===== src/rtl/io_frame_pkg.sv =====
// Register map and window constants shared by the I/O frame bridge.
// No logic of its own; latency and backpressure are defined by the users of these constants.
package io_frame_pkg;

  localparam int OFF_W     = 5;
  localparam int IO_WINDOW = 32'h20;

  localparam logic [OFF_W-1:0] OFF_BTN_LEVEL   = 5'h00;
  localparam logic [OFF_W-1:0] OFF_BTN_PRESS   = 5'h01;
  localparam logic [OFF_W-1:0] OFF_FRAME_CNT   = 5'h02;
  localparam logic [OFF_W-1:0] OFF_CTRL        = 5'h03;
  localparam logic [OFF_W-1:0] OFF_SPRITE_BASE = 5'h10;

  localparam int CTRL_COMMIT_EN = 0;

  // Sprite i owns an x/y register pair at OFF_SPRITE_BASE + 2i (+1 for y).
  function automatic logic [OFF_W-1:0] sprite_off(input int idx, input logic is_y);
    return OFF_SPRITE_BASE + OFF_W'(2 * idx) + OFF_W'(is_y);
  endfunction

endpackage


===== src/rtl/btn_debounce.sv =====
// Single-button 2-flop synchroniser plus debounce counter and level register.
// Level follows the synced input after DEBOUNCE_CYC stable cycles; no backpressure.
module btn_debounce #(
  parameter int DEBOUNCE_CYC = 500000
) (
  input  logic clock,
  input  logic reset,
  input  logic btn,
  output logic level,
  output logic rise
);

  localparam int CNT_W = ($clog2(DEBOUNCE_CYC) > 0) ? $clog2(DEBOUNCE_CYC) : 1;

  logic             sync0;
  logic             sync1;
  logic [CNT_W-1:0] cnt;
  logic             toggle;

  assign toggle = (sync1 != level) && (cnt == CNT_W'(DEBOUNCE_CYC - 1));
  // Pulses in the cycle whose clock edge raises the level.
  assign rise   = toggle && !level;

  always_ff @(posedge clock) begin
    if (reset) begin
      sync0 <= 1'b0;
      sync1 <= 1'b0;
      cnt   <= '0;
      level <= 1'b0;
    end else begin
      sync0 <= btn;
      sync1 <= sync0;
      if (sync1 == level) begin
        cnt <= '0;
      end else if (toggle) begin
        level <= ~level;
        cnt   <= '0;
      end else begin
        cnt <= cnt + CNT_W'(1);
      end
    end
  end

endmodule


===== src/rtl/io_frame_bridge.sv =====
// Memory-mapped bridge: double-buffered sprite coordinates, debounced buttons, frame counter.
// Reads return one cycle after the access; stores take effect immediately; no backpressure.
module io_frame_bridge
  import io_frame_pkg::*;
#(
  parameter int                NUM_SPRITES  = 4,
  parameter int                COORD_W      = 10,
  parameter int                NUM_BTN      = 2,
  parameter int                DEBOUNCE_CYC = 500000,
  parameter int                ADDR_W       = 12,
  parameter logic [ADDR_W-1:0] BASE_ADDR    = 12'hF00
) (
  input  logic                           clock,
  input  logic                           reset,
  input  logic                           wren,
  input  logic                           ren,
  input  logic [ADDR_W-1:0]              address_dmem,
  input  logic [31:0]                    data,
  output logic                           io_hit,
  output logic [31:0]                    q_io,
  input  logic                           screen_end,
  input  logic [NUM_BTN-1:0]             btn,
  output logic [NUM_SPRITES*COORD_W-1:0] sprite_x_flat,
  output logic [NUM_SPRITES*COORD_W-1:0] sprite_y_flat
);

  logic [ADDR_W-1:0]  offset;
  logic [OFF_W-1:0]   off;
  logic               sel;
  logic               wr_sel;
  logic               rd_sel;
  logic               screen_end_d;
  logic               frame_edge;
  logic               commit_en;
  logic [31:0]        frame_cnt;
  logic [31:0]        rd_data;
  logic [NUM_BTN-1:0] btn_level;
  logic [NUM_BTN-1:0] btn_rise;
  logic [NUM_BTN-1:0] btn_press;
  logic               unused_data;

  logic [COORD_W-1:0] shadow_x [NUM_SPRITES];
  logic [COORD_W-1:0] shadow_y [NUM_SPRITES];
  logic [COORD_W-1:0] active_x [NUM_SPRITES];
  logic [COORD_W-1:0] active_y [NUM_SPRITES];

  // Addresses below the base wrap to large offsets and fall outside the window.
  assign offset      = address_dmem - BASE_ADDR;
  assign sel         = offset < ADDR_W'(IO_WINDOW);
  assign off         = offset[OFF_W-1:0];
  assign wr_sel      = wren && sel;
  assign rd_sel      = ren && sel;
  assign frame_edge  = screen_end && !screen_end_d;
  assign unused_data = ^data[31:COORD_W];

  for (genvar g = 0; g < NUM_BTN; g++) begin : g_btn
    btn_debounce #(
      .DEBOUNCE_CYC(DEBOUNCE_CYC)
    ) u_btn_debounce (
      .clock(clock),
      .reset(reset),
      .btn  (btn[g]),
      .level(btn_level[g]),
      .rise (btn_rise[g])
    );
  end

  for (genvar g = 0; g < NUM_SPRITES; g++) begin : g_flat
    assign sprite_x_flat[g*COORD_W +: COORD_W] = active_x[g];
    assign sprite_y_flat[g*COORD_W +: COORD_W] = active_y[g];
  end

  always_comb begin
    rd_data = '0;
    case (off)
      OFF_BTN_LEVEL: rd_data = 32'(btn_level);
      OFF_BTN_PRESS: rd_data = 32'(btn_press);
      OFF_FRAME_CNT: rd_data = frame_cnt;
      OFF_CTRL:      rd_data = 32'(commit_en);
      default:       rd_data = '0;
    endcase
    for (int i = 0; i < NUM_SPRITES; i++) begin
      if (off == sprite_off(i, 1'b0)) rd_data = 32'(shadow_x[i]);
      if (off == sprite_off(i, 1'b1)) rd_data = 32'(shadow_y[i]);
    end
  end

  always_ff @(posedge clock) begin
    if (reset) begin
      for (int i = 0; i < NUM_SPRITES; i++) begin
        shadow_x[i] <= '0;
        shadow_y[i] <= '0;
        active_x[i] <= '0;
        active_y[i] <= '0;
      end
      screen_end_d <= 1'b0;
      commit_en    <= 1'b1;
      frame_cnt    <= '0;
      btn_press    <= '0;
      io_hit       <= 1'b0;
      q_io         <= '0;
    end else begin
      screen_end_d <= screen_end;
      io_hit       <= rd_sel;
      q_io         <= rd_sel ? rd_data : 32'd0;

      if (frame_edge) frame_cnt <= frame_cnt + 32'd1;

      // Commit reads the registered shadow, so a same-cycle store lands next frame.
      if (frame_edge && commit_en) begin
        for (int i = 0; i < NUM_SPRITES; i++) begin
          active_x[i] <= shadow_x[i];
          active_y[i] <= shadow_y[i];
        end
      end

      if (wr_sel) begin
        if (off == OFF_CTRL) commit_en <= data[CTRL_COMMIT_EN];
        for (int i = 0; i < NUM_SPRITES; i++) begin
          if (off == sprite_off(i, 1'b0)) shadow_x[i] <= data[COORD_W-1:0];
          if (off == sprite_off(i, 1'b1)) shadow_y[i] <= data[COORD_W-1:0];
        end
      end

      // A fresh debounced rise beats a same-cycle read-clear.
      btn_press <= ((rd_sel && off == OFF_BTN_PRESS) ? '0 : btn_press) | btn_rise;
    end
  end

endmodule


===== config.mk =====
export PLATFORM = sky130hd
export DESIGN_NAME = io_frame_bridge
export DESIGN_NICKNAME = d
export VERILOG_FILES = /design/src/rtl/io_frame_pkg.sv /design/src/rtl/btn_debounce.sv /design/src/rtl/io_frame_bridge.sv
export SDC_FILE = /design/constraint.sdc
export NUM_CORES = 1
export LEC_CHECK = 0
export ABC_AREA = 1
export CAP_MARGIN = 25
export CORE_MARGIN = 2
export CORE_UTILIZATION = 59
export CTS_CLUSTER_DIAMETER = 120
export DETAILED_ROUTE_END_ITERATION = 8
export GPL_TIMING_DRIVEN = 0
export PLACE_DENSITY = 0.87
export SYNTH_ARGS = -nofsm -noshare
export SYNTH_HDL_FRONTEND = slang
export SYNTH_SLANG_ARGS = --single-unit
export TNS_END_PERCENT = 10

===== constraint.sdc =====
create_clock -name clock -period 7.55 [get_ports clock]
set_input_delay 1.1325 -clock clock [delete_from_list [all_inputs] [get_ports clock]]
set_output_delay 1.1325 -clock clock [all_outputs]
set_load 0.05 [all_outputs]

== After elaboration in Yosys (flattened, before gate mapping) ==
Memory sizes are Yosys's and may differ from the RTL's.
Index checks and enable logic that the tools add are counted.
Cells by class
  $add $sub $neg: 4
  $mul: 0
  div/mod/pow operators: 0
  order comparisons: 1
  equal/unequal tests: 17
  shift-type cells: 0
  multiplexer cells: 63
  bitwise gates (word level): 22
  reductions and logical operators: 20
Operators with widths (count)
  two-way mux 10 bit: 24
  case mux 32 bit (4 select lines): 1
  equality test 5 bit (second input constant): 8
  adder 19 x 1 -> 19 bit (second input constant): 2
  equality test 19 bit (second input constant): 2
  two-way mux 1 bit: 37
  adder 32 x 1 -> 32 bit (second input constant): 1
  bitwise OR 1 bit: 16
  < comparator 12 x 6 -> 1 bit (second input constant): 1
  subtractor 12 bit (second input constant): 1
  equality test 5 x 2 -> 1 bit (second input constant): 2
  OR reduction 10 bit: 1
  logical AND 1 bit: 9
  AND reduction 2 bit: 3
  OR reduction 3 bit: 2
  equality test 5 x 1 -> 1 bit (second input constant): 1
  logical NOT 5 bit: 1
  inverter 1 bit: 5
  logical NOT 1 bit: 3
  equality test 1 bit: 2
  two-way mux 2 bit: 1
  inequality test 1 bit: 2
  bitwise OR 2 bit: 1
  OR reduction 2 bit: 1
Word-level totals
  flip-flop bits (word level): 113
  latch bits: 0
  bits in writable memories: 160
  memory bits (read-only): 0
  bits of input ports: 51
  word-level logic and storage cells: 146
  memories: 4
Memory list
  active_x: depth 4, width 10, read ports 4, clocked after memory_dff 0, write ports 4, RTL line io_frame_bridge.sv:44  | logic [COORD_W-1:0] active_x [NUM_SPRITES];
  active_y: depth 4, width 10, read ports 4, clocked after memory_dff 0, write ports 4, RTL line io_frame_bridge.sv:45  | logic [COORD_W-1:0] active_y [NUM_SPRITES];
  shadow_x: depth 4, width 10, read ports 4, clocked after memory_dff 0, write ports 4, RTL line io_frame_bridge.sv:42  | logic [COORD_W-1:0] shadow_x [NUM_SPRITES];
  shadow_y: depth 4, width 10, read ports 4, clocked after memory_dff 0, write ports 4, RTL line io_frame_bridge.sv:43  | logic [COORD_W-1:0] shadow_y [NUM_SPRITES];

== Longest topological paths before layout ==
Gate-level depths: netlist (run 1).
  depth in word-level cells: 11
  mapped depth: 12
  depth with buffers taken out: 12

== Cells and area by module ==
Synthesis (run 1) repeated with hierarchy kept, for this count alone.
Unflattened totals
  cell total of the unflattened synthesis: 1334
  area total of the unflattened synthesis: 12004.0 sq um
By module, submodules not included
  io_frame_bridge: instances 1, cells each 998, area an instance 9681.8 sq um, sequential area each 6185.9 sq um
  btn_debounce: instances 2, cells each 168, area an instance 1161.1 sq um, sequential area each 440.4 sq um

== Worst setup path before layout (run 1) ==
Ideal clock, no wire load.
  path type: in2reg
  start: in reset
  end: mem active_x[0][0], enable pin
  arrival time: 3.167 ns
  required time: 6.755 ns
  setup slack: 3.588 ns
  stages on the path: 5
  path through: buf_2 inv_1 buf_2 clkbuf_1 nand2_1
RTL lines
  start: declaration: RTL line io_frame_bridge.sv:14  | input logic reset,
  end: declaration: RTL line io_frame_bridge.sv:44

==> results.sh, run 1 <==
export IMPL_status="finished clean"
export IMPL_p_total_uw=3170
export IMPL_synth_area_leader_cell="edfxtp_1"
export IMPL_die_h_microns=145
export IMPL_antenna_found_initial=2
export IMPL_synth_nets=1296
export IMPL_report_final_slew_viol_count=0
export IMPL_critPathArrivalTime_ns=3.47
export IMPL_grt_pass1_wl_mm=43.5
export IMPL_io_buffers=140
export IMPL_synth_xor_area_share_pct=2.17
export IMPL_critical_path_cell_chain="clkdlybuf4s50_1 -> inv_1 -> nor3_4 -> inv_2 -> nor2_4 -> inv_2 -> clkbuf_2 -> o21ai_0 -> buf_2"
export IMPL_root_buffer="clkbuf_16"
export IMPL_crit_family="buffers and inverters"
export IMPL_cts_setup_buffers=0
export IMPL_setup_worst_path_start_class="primary input"
export IMPL_cts_hold_buffers=0
export IMPL_ys_warn_count=0
export IMPL_synthMuxAreaShare_pct=0
export IMPL_ys_seq_area_share_pct=60.5
export IMPL_dp_slack_ns=3.76
export IMPL_synth_top_family_by_area="simple AND/OR/NAND/NOR gates"
export IMPL_hp_class="flip-flop to flip-flop"
export IMPL_end_kind="flip-flop"
export IMPL_drive_above_1_share_pct=9.89
export IMPL_p_seq_share_pct=52.3
export IMPL_antenna_left=0
export IMPL_p_clk_share_pct=38.2
export IMPL_netlist_cell_type_count=44
export IMPL_pwr_share_comb_pct=9.5
export IMPL_switchingPower_uw=779
export IMPL_p_sw_share_pct=24.6
export IMPL_die_w_microns=145
export IMPL_finalSetupViolations=0
export IMPL_crit_path_frequent_cell="inv_2"
export IMPL_cts_buffers=26
export IMPL_final_setup_skew_ns=0.0160
export IMPL_grt_usage_pct=27.0
export IMPL_start_util_pct=60.0
export IMPL_cts_sinks=273
export IMPL_rsz0062_at_grt="no"
export IMPL_drtIter0Drc=1007
export IMPL_ir_worst_vdd_mv=0.229
export IMPL_grt_max_degree=51
export IMPL_fin_ws_ns=4.32
export IMPL_viasPerCell=5.37
export IMPL_whs_ns=0.406
export IMPL_layout_area_overhead_vs_synth_pct=22.2
export IMPL_row_count=51
export IMPL_dp_hpwl_mm=20.1
export IMPL_htree_num_levels=1
export IMPL_cts_resized=0
export IMPL_p_leak_uw=0.00537
export IMPL_global_route_overflow_total=0
export IMPL_num_fill_cells=1284
export IMPL_crit_type="primary input to flip-flop"
export IMPL_insertion_delay_ns=0.54
export IMPL_synth_most_common_cell="nor2_1"
export IMPL_syn_area_sq_um=11700
export IMPL_first_pass_iters=5
export IMPL_design_portCount=164
export IMPL_maxSlewHeadroom_pct=46.8
export IMPL_grt_pass1_vias=8714
export IMPL_path_buf_inv=6
export IMPL_worst_slew_pin_slew_ns=0.789
export IMPL_fmax_ghz=0.309
export IMPL_synth_enable_flop_cells=160
export IMPL_synth_area_leaders="edfxtp_1 41%, dfxtp_1 19%, nor2_1 8.6%"
export IMPL_routed_wl_mm=28.0
export IMPL_drc=0
export IMPL_max_cap_violations=0
export IMPL_p_int_uw=2390
export IMPL_nNetsFinal=1471
export IMPL_critical_path_max_fanout=10
export IMPL_min_period_ns=3.23
export IMPL_synth_fa_ha_area_share_pct=0.321
export IMPL_dieArea_sq_um=20900
export IMPL_core_area_sq_um=19500
export IMPL_required_ns=7.79
export IMPL_slowest_stage="clkdlybuf4s50_1"
export IMPL_yosys_most_used_dff="edfxtp_1"
export IMPL_clockBufferDepth=3
export IMPL_setup_tns_final_ns=0
export IMPL_synth_cells=1242
export IMPL_power_density_nw_per_um2=222
export IMPL_yosys_area_share_simple_pct=25.1
export IMPL_wl_per_cell_microns=16.5
export IMPL_regArea_sq_um=7070
export IMPL_yosysTopAreaCellShare_pct=41.1
export IMPL_multi_input_area_sq_um=3770
export IMPL_max_stage_delay_ns=0.56
export IMPL_place_congestion=0.971
export IMPL_synth_seq_cells=273
export IMPL_clk_pin_slew_ns=0.06
export IMPL_synth_compound_area_share_pct=4.61
export IMPL_num_vias=9132
export IMPL_ys_async_sr_fraction_pct=0
export IMPL_synth_commonest_cells="268 x nor2_1, 195 x nand2_1, 170 x inv_1, 160 x edfxtp_1, 113 x dfxtp_1"
export IMPL_cts_tree="built"
export IMPL_finalCritPeriodShare_pct=42.8
export IMPL_finalHoldViolCount=0
export IMPL_syn_area_per_cell_sq_um=9.41
## path summary, 6_finish.rpt
path,depth (start not counted),slack (ns),from,endpoint
worst max-delay path,9,4.32,address_dmem[4],shadow_y[3][5]$_SDFFCE_PN0P_
worst min-delay path,2,0.41,g_btn[0].u_btn_debounce.sync0$_SDFF_PP0_,g_btn[0].u_btn_debounce.sync1$_SDFF_PP0_
worst max register to register,7,5.26,screen_end_d$_SDFF_PP0_,active_y[0][5]$_SDFFCE_PN0P_
worst min register to register,2,0.41,g_btn[0].u_btn_debounce.sync0$_SDFF_PP0_,g_btn[0].u_btn_debounce.sync1$_SDFF_PP0_
## state kept, by name (all words and copies together), names as in the netlist
signal / count
screen_end_d: 1
g_btn.u_btn_debounce.cnt: 38
q_io: 32
active_y: 40
active_x: 40
shadow_y: 40
commit_en: 1
frame_cnt: 32
io_hit: 1
g_btn.u_btn_debounce.sync0: 2
btn_press: 2
shadow_x: 40
g_btn.u_btn_debounce.sync1: 2
g_btn.u_btn_debounce.level: 2
## cell type report
cell class                      instances  share of cell area [%]
Multi-Input combinational cell        755                    26.4
Timing Repair Buffer                  147                    10.3
Antenna cell                            1                  0.0175
Tap cell                              265                    2.32
Clock buffer                           36                    5.10
Buffer                                 32                    1.17
Inverter                              182                    4.78
Sequential cell                       273                    49.5
Clock inverter                         11                   0.438
## layer usage
layer | vias up | global-route usage, % | routed length, microns
met5 | - | 0 | 12
met3 | 107 | 5.56 | 2390
met2 | 445 | 49.0 | 14000
li1 | 4359 | - | -
met4 | 2 | 10.9 | 1290
met1 | 4219 | 31.2 | 10300
## metrics by stage
step	std cells	instance area [sq um]	utilization, %
after floorplan	1242	11700	-
after global placement	1647	13400	68.9
after detailed placement	1654	13500	69.3
after CTS	1701	14300	73.4
after global routing	1701	14300	73.4
final	1702	14300	73.4
## worst register-to-register path: stages (launching register included)
cell	delay, ns
dfxtp_1	0.30
inv_1	0.04
nand2_1	0.12
inv_2	0.12
clkbuf_1	0.47
nand2_1	0.20
nand2_4	0.39
buf_16	0.32
## layout by cell type (no fill, tap or decap), drive strengths merged, types with 12 or more instances in the layout
| cell | count |
|---|---|
| o21ai | 39 |
| edfxtp | 160 |
| clkdlybuf4s50 | 140 |
| clkinv | 12 |
| a21oi | 49 |
| nand4 | 35 |
| buf | 23 |
| nand2 | 203 |
| inv | 181 |
| nor3 | 38 |
| nor2 | 289 |
| dfxtp | 113 |
| nand3 | 32 |
| xor2 | 23 |
| clkbuf | 52 |
## power groups by stage
stage          Clock [uW]  Sequential (uW)  Combinational, uW
3_3_place_gp            0             1690                290
5_1_grt              1280             1660                317
3_5_place_dp            0             1690                300
2_1_floorplan           0             1800               69.5
4_1_cts              1220             1660                301
6_report             1210             1660                302
## cell families (layout without fill, tap and decap cells)
group | count (synthesis) | after routing
xor+xnor | 29 | 29
fa+ha+maj | 3 | 3
flops | 273 | 273
other cells | 0 | 1
simple gates | 623 | 623
compound gates | 100 | 100
buf+inv | 214 | 408
No activity file was read; power rests on OpenSTA's default activity.
==> inputs of run 2 (changes only) <==
Settings changed: CORE_UTILIZATION 59 to 49, PLACE_DENSITY 0.87 to 0.78.
Clock period 7.55 ns to 2.73 ns, I/O delays scaled along.
==> results.sh, run 2 (synthesis results as in run 1) <==
export IMPL_maxSlewHeadroom_pct=47.4
export IMPL_wl_per_cell_microns=15.8
export IMPL_drive_above_1_share_pct=10.7
export IMPL_critPathArrivalTime_ns=2.70
export IMPL_max_stage_delay_ns=0.54
export IMPL_finalCritPeriodShare_pct=88.9
export IMPL_ir_worst_vdd_mv=0.514
export IMPL_global_route_overflow_total=0
export IMPL_p_leak_uw=0.00546
export IMPL_num_fill_cells=1896
export IMPL_required_ns=3.00
export IMPL_max_cap_violations=0
export IMPL_setup_worst_path_start_class="primary input"
export IMPL_antenna_found_initial=3
export IMPL_fin_ws_ns=0.302
export IMPL_dieArea_sq_um=25100
export IMPL_grt_pass1_vias=8879
export IMPL_routed_wl_mm=27.9
export IMPL_hp_class="primary input to flip-flop"
export IMPL_finalHoldViolCount=0
export IMPL_root_buffer="clkbuf_16"
export IMPL_place_congestion=0.955
export IMPL_regToRegEndpoint="active_y[2][4]$_SDFFCE_PN0P_"
export IMPL_layout_commonest_cell="nor2_1"
export IMPL_cts_tree="built"
export IMPL_grt_pass1_wl_mm=43.8
export IMPL_start_util_pct=49.8
export IMPL_design_portCount=164
export IMPL_first_pass_iters=5
export IMPL_grt_max_degree=64
export IMPL_regArea_sq_um=7070
export IMPL_cp_num_cells=9
export IMPL_drc=0
export IMPL_die_h_microns=158
export IMPL_layout_area_overhead_vs_synth_pct=24.3
export IMPL_num_vias=9003
export IMPL_p_total_uw=9280
export IMPL_crit_path_frequent_cell="inv_2"
export IMPL_worst_slew_pin_slew_ns=0.781
export IMPL_cts_sinks=273
export IMPL_reg2reg_slack_ns=0.59
export IMPL_dp_hpwl_mm=20.4
export IMPL_multi_input_area_sq_um=3770
export IMPL_cts_setup_buffers=0
export IMPL_status="finished clean"
export IMPL_antenna_left=0
export IMPL_final_setup_skew_ns=0.0264
export IMPL_min_period_ns=2.43
export IMPL_power_density_nw_per_um2=639
export IMPL_critical_path_max_fanout=10
export IMPL_dp_slack_ns=-0.500
export IMPL_worst_r2r_path_depth=7
export IMPL_reg2reg_from="screen_end_d$_SDFF_PP0_"
export IMPL_report_final_slew_viol_count=0
export IMPL_row_count=56
export IMPL_endpoint="shadow_y[3][6]$_SDFFCE_PN0P_"
export IMPL_htree_num_levels=1
export IMPL_die_w_microns=158
export IMPL_drtIter0Drc=719
export IMPL_end_kind="flip-flop"
export IMPL_cts_buffers=28
export IMPL_finalSetupViolations=0
export IMPL_crit_family="buffers and inverters"
export IMPL_core_area_sq_um=23500
export IMPL_insertion_delay_ns=0.56
export IMPL_crit_type="primary input to flip-flop"
export IMPL_setup_tns_final_ns=0
export IMPL_hold_start="reset"
export IMPL_grt_usage_pct=22.5
export IMPL_path_buf_inv=6
export IMPL_slowest_stage="clkdlybuf4s50_1"
export IMPL_clk_pin_slew_ns=0.06
export IMPL_io_buffers=140
export IMPL_clockBufferDepth=3
export IMPL_nNetsFinal=1473
export IMPL_mostFrequentLayoutCells="268 x nor2_1, 194 x nand2_1, 170 x inv_1"
export IMPL_critical_path_cell_chain="clkdlybuf4s50_1 -> inv_1 -> nor3_4 -> inv_2 -> nor2_4 -> inv_2 -> clkbuf_2 -> o21ai_1 -> buf_4"
export IMPL_fmax_ghz=0.412
export IMPL_rsz0062_at_grt="no"
export IMPL_viasPerCell=5.11
export IMPL_startpoint="address_dmem[2]"
-- run 2: through the flow --
step / instances / instance area, sq um / util, % / hold slack (ns)
floorplan: 1242 / 11700 / - / 0.388
global placement: 1701 / 13500 / 57.5 / 0.397
detailed placement: 1708 / 13600 / 57.8 / 0.401
CTS: 1760 / 14500 / 61.8 / 0.207
global route: 1762 / 14500 / 61.9 / 0.212
finish: 1762 / 14500 / 61.9 / 0.214
-- run 2: power by group --
group          switching, uW  internal [uW]
logic                    593            238
clock network           1590           2270
registers               64.9           4520
-- run 2: how the worst min path moves through the flow --
stage	to	slack [ns]	cells after the start
4_1_cts	frame_cnt[23]$_SDFFE_PP0P_	0.21	2
5_1_grt	frame_cnt[23]$_SDFFE_PP0P_	0.21	2
3_3_place_gp	g_btn[1].u_btn_debounce.sync1$_SDFF_PP0_	0.40	2
3_5_place_dp	g_btn[0].u_btn_debounce.sync1$_SDFF_PP0_	0.40	2
2_1_floorplan	g_btn[0].u_btn_debounce.sync1$_SDFF_PP0_	0.39	2
6_report	frame_cnt[23]$_SDFFE_PP0P_	0.21	2
-- run 2: timing repair --
action | 4_1_cts | 5_1_grt
hold buffers | 0 | 0
resized for setup | 0 | 1
endpoints found under the setup margin | 0 | 5
-- run 2: routing by layer --
metal	wire, microns	vias up	global-route usage, %
met2	13500	360	39.0
met4	1470	0	11.6
met1	10900	4168	26.3
met5	0	-	0
met3	2000	105	4.76
li1	-	4370	-
-- run 2: area by class of cell --
| class | instances | area share, % |
|---|---|---|
| clock inverters | 14 | 0.836 |
| multi-input cells | 755 | 26.0 |
| plain buffers | 32 | 1.15 |
| diodes | 2 | 0.0345 |
| repair buffers | 147 | 10.1 |
| inverters | 182 | 4.70 |
| clock buffers | 38 | 5.79 |
| flip-flops and latches | 273 | 48.7 |
| well taps | 319 | 2.75 |
